`src/rtl/instr_fetch.sv`:
```
// -----------------------------------------------------------------------------
// instr_fetch
//   Fetch stage of the single-issue RISC-V core. Owns the PC, drives the word
//   address into the asynchronous-read instruction ROM, captures the returned
//   word together with its PC into a small FIFO and presents the head entry to
//   decode over a valid/ready handshake. Execute can redirect the PC, which
//   flushes every buffered entry.
//
//   Optional feature (macro FETCH_STATS_EN): adds saturating fetch_count
//   (pops delivered to decode) and redirect_count (redirect cycles) outputs.
//
// Ports
//   clk             system clock, rising edge
//   rst_n           asynchronous active-low reset
//   imem_addr       word address into the instruction ROM (fetch_pc[ADDR_W+1:2])
//   imem_rd         instruction word returned combinationally for imem_addr
//   redirect_valid  execute requests a PC change this cycle
//   redirect_pc     redirect target byte address (bits [1:0] ignored)
//   out_valid       head entry valid
//   out_ready       decode accepts the head entry
//   out_instr       head entry instruction word
//   out_pc          head entry byte PC
//   fetch_count     (FETCH_STATS_EN) number of entries handed to decode
//   redirect_count  (FETCH_STATS_EN) number of redirect cycles seen
// -----------------------------------------------------------------------------
module instr_fetch #(
  parameter int          ADDR_W   = 5,
  parameter logic [31:0] RESET_PC = 32'h0000_0000,
  parameter int          DEPTH    = 2
) (
  input  logic              clk,
  input  logic              rst_n,
  output logic [ADDR_W-1:0] imem_addr,
  input  logic [31:0]       imem_rd,
  input  logic              redirect_valid,
  input  logic [31:0]       redirect_pc,
  output logic              out_valid,
  input  logic              out_ready,
  output logic [31:0]       out_instr,
`ifdef FETCH_STATS_EN
  output logic [31:0]       out_pc,
  output logic [31:0]       fetch_count,
  output logic [15:0]       redirect_count
`else
  output logic [31:0]       out_pc
`endif
);

  localparam int               PTR_W   = (DEPTH > 1) ? $clog2(DEPTH) : 1;
  localparam logic [PTR_W:0]   DEPTH_C = (PTR_W + 1)'(DEPTH);
  localparam logic [PTR_W-1:0] PTR_ONE = {{(PTR_W-1){1'b0}}, 1'b1};
  localparam logic [PTR_W:0]   CNT_ONE = {{PTR_W{1'b0}}, 1'b1};

  logic [31:0]      fetch_pc, fetch_pc_n;
  logic [PTR_W:0]   count, count_n;
  logic [PTR_W-1:0] rd_ptr, rd_n, wr_ptr, wr_n;
  logic             pop, push;
  logic             valid_n;
  logic [31:0]      head_instr_n, head_pc_n;

  logic [31:0] fifo_instr [DEPTH];
  logic [31:0] fifo_pc    [DEPTH];

  // Redirect targets are word aligned; the low bits carry no information.
  logic unused_redirect_lsbs;
  assign unused_redirect_lsbs = ^redirect_pc[1:0];

  // ROM address is a pure slice of the PC, so it wraps modulo 2^ADDR_W.
  assign imem_addr = fetch_pc[ADDR_W+1:2];

  // ---- next-state: handshake, pointers and the next head entry ----
  always_comb begin
    pop          = out_valid & out_ready;
    push         = !redirect_valid & ((count < DEPTH_C) | pop);
    rd_n         = rd_ptr;
    wr_n         = wr_ptr;
    count_n      = count;
    fetch_pc_n   = fetch_pc;
    head_instr_n = out_instr;
    head_pc_n    = out_pc;

    if (redirect_valid) begin
      // Flush wins over any push or pop this cycle.
      rd_n       = '0;
      wr_n       = '0;
      count_n    = '0;
      fetch_pc_n = {redirect_pc[31:2], 2'b00};
    end else begin
      if (push) begin
        wr_n       = wr_ptr + PTR_ONE;
        fetch_pc_n = fetch_pc + 32'd4;
      end
      if (pop) rd_n = rd_ptr + PTR_ONE;
      case ({push, pop})
        2'b10:   count_n = count + CNT_ONE;
        2'b01:   count_n = count - CNT_ONE;
        default: count_n = count;
      endcase
    end

    valid_n = (count_n != '0);
    // The output registers track whatever will sit at the head after this
    // edge; when the new head is the word being written now, take it from
    // the ROM side instead of the (not yet written) FIFO slot. When the
    // buffer goes empty the outputs simply keep their last value.
    if (valid_n) begin
      if (push && (wr_ptr == rd_n)) begin
        head_instr_n = imem_rd;
        head_pc_n    = fetch_pc;
      end else begin
        head_instr_n = fifo_instr[rd_n];
        head_pc_n    = fifo_pc[rd_n];
      end
    end
  end

  // ---- control and output registers ----
  always_ff @(posedge clk or negedge rst_n) begin
    if (!rst_n) begin
      fetch_pc  <= RESET_PC;
      count     <= '0;
      rd_ptr    <= '0;
      wr_ptr    <= '0;
      out_valid <= 1'b0;
      out_instr <= '0;
      out_pc    <= '0;
    end else begin
      fetch_pc  <= fetch_pc_n;
      count     <= count_n;
      rd_ptr    <= rd_n;
      wr_ptr    <= wr_n;
      out_valid <= valid_n;
      out_instr <= head_instr_n;
      out_pc    <= head_pc_n;
    end
  end

  // ---- buffer storage (data only, never observed before being written) ----
  always_ff @(posedge clk) begin
    if (push) begin
      fifo_instr[wr_ptr] <= imem_rd;
      fifo_pc[wr_ptr]    <= fetch_pc;
    end
  end

`ifdef FETCH_STATS_EN
  // ---- statistics counters ----
  // A pop in a redirect cycle is discarded, so it is not counted.
  always_ff @(posedge clk or negedge rst_n) begin
    if (!rst_n) begin
      fetch_count    <= '0;
      redirect_count <= '0;
    end else begin
      if (pop && !redirect_valid && (fetch_count != '1))
        fetch_count <= fetch_count + 32'd1;
      if (redirect_valid && (redirect_count != '1))
        redirect_count <= redirect_count + 16'd1;
    end
  end
`endif

endmodule

```
`config.mk`:
```
export PLATFORM = sky130hd
export DESIGN_NAME = instr_fetch
export DESIGN_NICKNAME = d
export VERILOG_FILES = /design/src/rtl/instr_fetch.sv
export SDC_FILE = /design/constraint.sdc
export NUM_CORES = 1
export LEC_CHECK = 0
export ABC_AREA = 1
export ABC_CLOCK_PERIOD_IN_PS = 3710
export CAP_MARGIN = 20
export CELL_PAD_IN_SITES_DETAIL_PLACEMENT = 1
export CELL_PAD_IN_SITES_GLOBAL_PLACEMENT = 1
export CORE_ASPECT_RATIO = 1.4
export CORE_MARGIN = 3
export CORE_UTILIZATION = 38
export DETAILED_ROUTE_END_ITERATION = 8
export PLACE_DENSITY_LB_ADDON = 0.1
export SYNTH_ARGS = -nofsm -noshare
export SYNTH_HDL_FRONTEND = slang
export SYNTH_SLANG_ARGS = --single-unit
```
`constraint.sdc`:
```
create_clock -name clk -period 3.71 [get_ports clk]
set_clock_uncertainty 0.1 [all_clocks]
set_input_delay 0.9275 -clock clk [delete_from_list [all_inputs] [get_ports clk]]
set_output_delay 0.9275 -clock clk [all_outputs]
set_load 0.02 [all_outputs]
```
==> out/results.tsv <==
stage	metric	value	unit
job	number of max-cap violations	0	
power	clock share of power	25.1	%
grt	pin count of the biggest net entering global routing	126	
critical_path	CP Capture Type	flop	
clock_tree	clock root buffer	clkbuf_16	
detailed_routing	final antenna-violating net count	0	
yosys	syn_area_per_cell	8.99	µm²
detailed_routing	Avg WL per Cell	17.7	µm
timing	Worst Tran Pin Value	769	ps
timing	post-route minimum period	2980	ps
clock_tree	Resized Gates After CTS	0	
yosys	Synth area leader	edfxtp_1	
floorplan	FP Rows	71	
clock_tree	total CTS buffers	24	
grt	global-route wire length before repair	47300	µm
critical_path	crit path max fanout	18	
floorplan	initial core utilization	38.7	%
yosys	asr flop ratio synth	43.9	%
floorplan	die outline height	202	µm
power	Net Switching	0.00382	W
yosys	Cells after Synth	1162	
yosys	sequential-to-total area share from yosys stat	58.9	%
critical_path	delay of the slowest cell on the worst path	430	ps
cells_and_area	final instance area	12900	µm²
clock_tree	postcts setup bufs	0	
power	power per cell area	797	nW/µm²
placed_design	Cell Area, Placed	12100	µm²
cells_and_area	synthesis-to-finish area growth	23.8	%
yosys	main flop type after synthesis	edfxtp_1	
timing	Tcrit/Tclk final	80.4	%
yosys	Post-synth EDFFs	124	
timing	setup TNS	0	ps
yosys	Yosys top cell area share	35.6	%
cells_and_area	Final Util	47.9	%
yosys	largest cells by area after synthesis	edfxtp_1 (36%), dfrtp_1 (23%), nand2_1 (14%), nand3_1 (7.9%), inv_1 (5.5%)	
critical_path	CP arrival	3330	ps
clock_tree	CTS max path bufs	3	
critical_path	worst reg-to-reg path cell count	14	
power	Switching Fraction	37.1	%
timing	fin. max-slew vios	0	
detailed_routing	wirelength, routed	29500	µm
grt	All-Layer GR Usage	20.0	%
power	P_leak	5.90	nW
power	combinational power share	38.4	%
critical_path	crit path max-delay cell type	clkdlybuf4s50_1	
grt	initial antenna violation count	0	
critical_path	Buf+Inv Stages, Crit Path	5	
grt	vias in the first global route	8802	
clock_tree	CTS H-tree lvls	1	
clock_tree	Clk Latency, worst-skew pair	520	ps
clock_tree	CTS tree	built	
critical_path	WP data required	4060	ps
cells_and_area	Post-Layout Cell Count	1667	
grt	remaining global-route overflow	0	
detailed_routing	drt drc	0	
timing	# setup viols final	0	
placed_design	hpwl dp	19300	µm
critical_path	critical path type	input pin to flop	
status	outcome	complete, no violations	
floorplan	Die Width	146	µm
critical_path	Critical Path Source Type	input pin	
cells_and_area	most frequent cells in the layout	nand2_1 (382), nand3_1 (164), inv_1 (154)	
placed_design	Placed Cells	1624	
detailed_routing	initial drt markers	300	
worst_hold_path	Hold Path Class	input pin to asynchronous set/reset pin	
clock_tree	Hold Buf Count CTS	0	
critical_path	Crit path max-delay family	simple AND/OR/NAND/NOR gates	
yosys	#FFs+latches synth	221	
critical_path	number of cells on the critical path	15	
yosys	Netlist cell types	34	
cells_and_area	Fillers	3166	
power	Flop pwr share	36.6	%
clock_tree	CTS sink cnt	221	
timing	fmax	0.335	GHz
timing	worst relative slew slack	48.7	%
timing	RSZ-0062 raised after global routing	false	
detailed_routing	drt first pass iters	4	
floorplan	core area	27000	µm²
detailed_routing	Via density	4.93	
yosys	Warnings, synthesis	0	
cells_and_area	ANT cells	0	
floorplan	I/O Pins	138	
cells_and_area	layout cells sized above 1	6.07	%
floorplan	die area	29500	µm²
power	Pint	0.00649	W
placed_design	gpl congestion	0.815	
clock_tree	Worst-path clk slew	60	ps
power	Peak supply drop	0.000364	V
cells_and_area	Post-layout nets	1355	
cells_and_area	commonest non-fill, non-tap cell in the layout	nand2_1	
detailed_routing	vias	8212	
placed_design	Port Buffers	133	
timing	Final Hold Vio Count	0	
yosys	Synth Cell Area	10400	µm²
critical_path	worst path cell trace	clkdlybuf4s50_1 -> nand2_1 -> inv_2 -> nor2_4 -> inv_6 -> nand2_8 -> ha_1 -> inv_1 -> nand3_1 -> nand2_1 -> nand3_1 -> nand2_4 -> buf_4 -> nand3_1 -> nand2_1	
## metal layers
metal  global-route usage (%)  vias to the layer above  wire (µm)
li1                         -                     3963          -
met1                     24.5                     4035      12300
met2                     37.1                      168      15300
met3                     2.06                       46       1110
met4                     5.68                        0        768
met5                        0                        -          0
## registers in the layout (all words and copies together) (netlist names)
signal      cells
fifo_pc        60
out_valid       1
fetch_pc       30
out_instr      32
count           2
out_pc         30
rd_ptr          1
fifo_instr     64
wr_ptr          1
## cells by family (layout without fill, tap and decap cells)
logic type / after synthesis / in the layout / synth area share (%)
AOI/OAI and AO/OA: 96 / 96 / 4.76
other: 1 / 2 / 0.0359
DFF: 221 / 221 / 58.9
buffers and inverters: 219 / 358 / 10.4
xor gates and xnor gates: 10 / 10 / 0.839
adders and majority gates: 2 / 2 / 0.240
and+or+nand+nor: 613 / 613 / 24.9
## worst paths after layout
path	from	slack [ps]	end
min in group clk	out_pc[8]	370	out_pc[8]
max in group asynchronous	rst_n	2350	out_instr[7]
max	out_ready	730	out_pc[22]
min reg2reg	out_pc[8]	370	out_pc[8]
min	rst_n	370	out_instr[23]
max reg2reg	out_valid	1170	out_pc[22]
## area by class of cell
| class | instances | area, µm² | share of cell area [%] |
|---|---|---|---|
| clock buffers | 27 | 653 | 5.05 |
| clock inverters | 16 | 199 | 1.54 |
| inverters | 160 | 613 | 4.74 |
| multi-input cells | 723 | 3230 | 25.0 |
| flip-flops and latches | 221 | 6150 | 47.6 |
| well taps | 365 | 457 | 3.53 |
| repair buffers | 155 | 1630 | 12.6 |
## power groups by stage
stage / Sequential, W / Combinational, W / Clock (W)
5_1_grt: 0.00386 / 0.00442 / 0.00273
3_3_place_gp: 0.00379 / 0.00397 / 0
2_1_floorplan: 0.00416 / 0.00203 / 0
3_5_place_dp: 0.00382 / 0.00404 / 0
6_report: 0.00377 / 0.00396 / 0.00258
4_1_cts: 0.00378 / 0.00406 / 0.00265
## worst register-to-register path, stage by stage (launching register included)
cell	delay (ps)
dfrtp_1	400
nand2_1	110
inv_2	60
nor2_4	190
inv_6	90
nand2_8	110
ha_1	270
inv_1	80
nand3_1	80
nand2_1	60
nand3_1	130
nand2_4	290
buf_4	270
nand3_1	140
nand2_1	80
## Yosys cell counts, types with 8 or more instances
cell type	number
nand2_1	382
nand3_1	164
inv_1	154
edfxtp_1	124
dfrtp_1	97
o21ai_0	76
nor2_1	47
buf_6	27
buf_2	15
clkbuf_1	10
xor2_1	8
## stage by stage
step / hold WS (ps) / power (W) / setup WS [ps]
2_1_floorplan: 364 / 0.00619 / 303
3_3_place_gp: 362 / 0.00775 / 228
3_5_place_dp: 364 / 0.00785 / 178
4_1_cts: 381 / 0.0105 / 706
5_1_grt: 402 / 0.0110 / 554
6_report: 374 / 0.0103 / 727
Note: power is estimated with default switching activity, not from simulation.
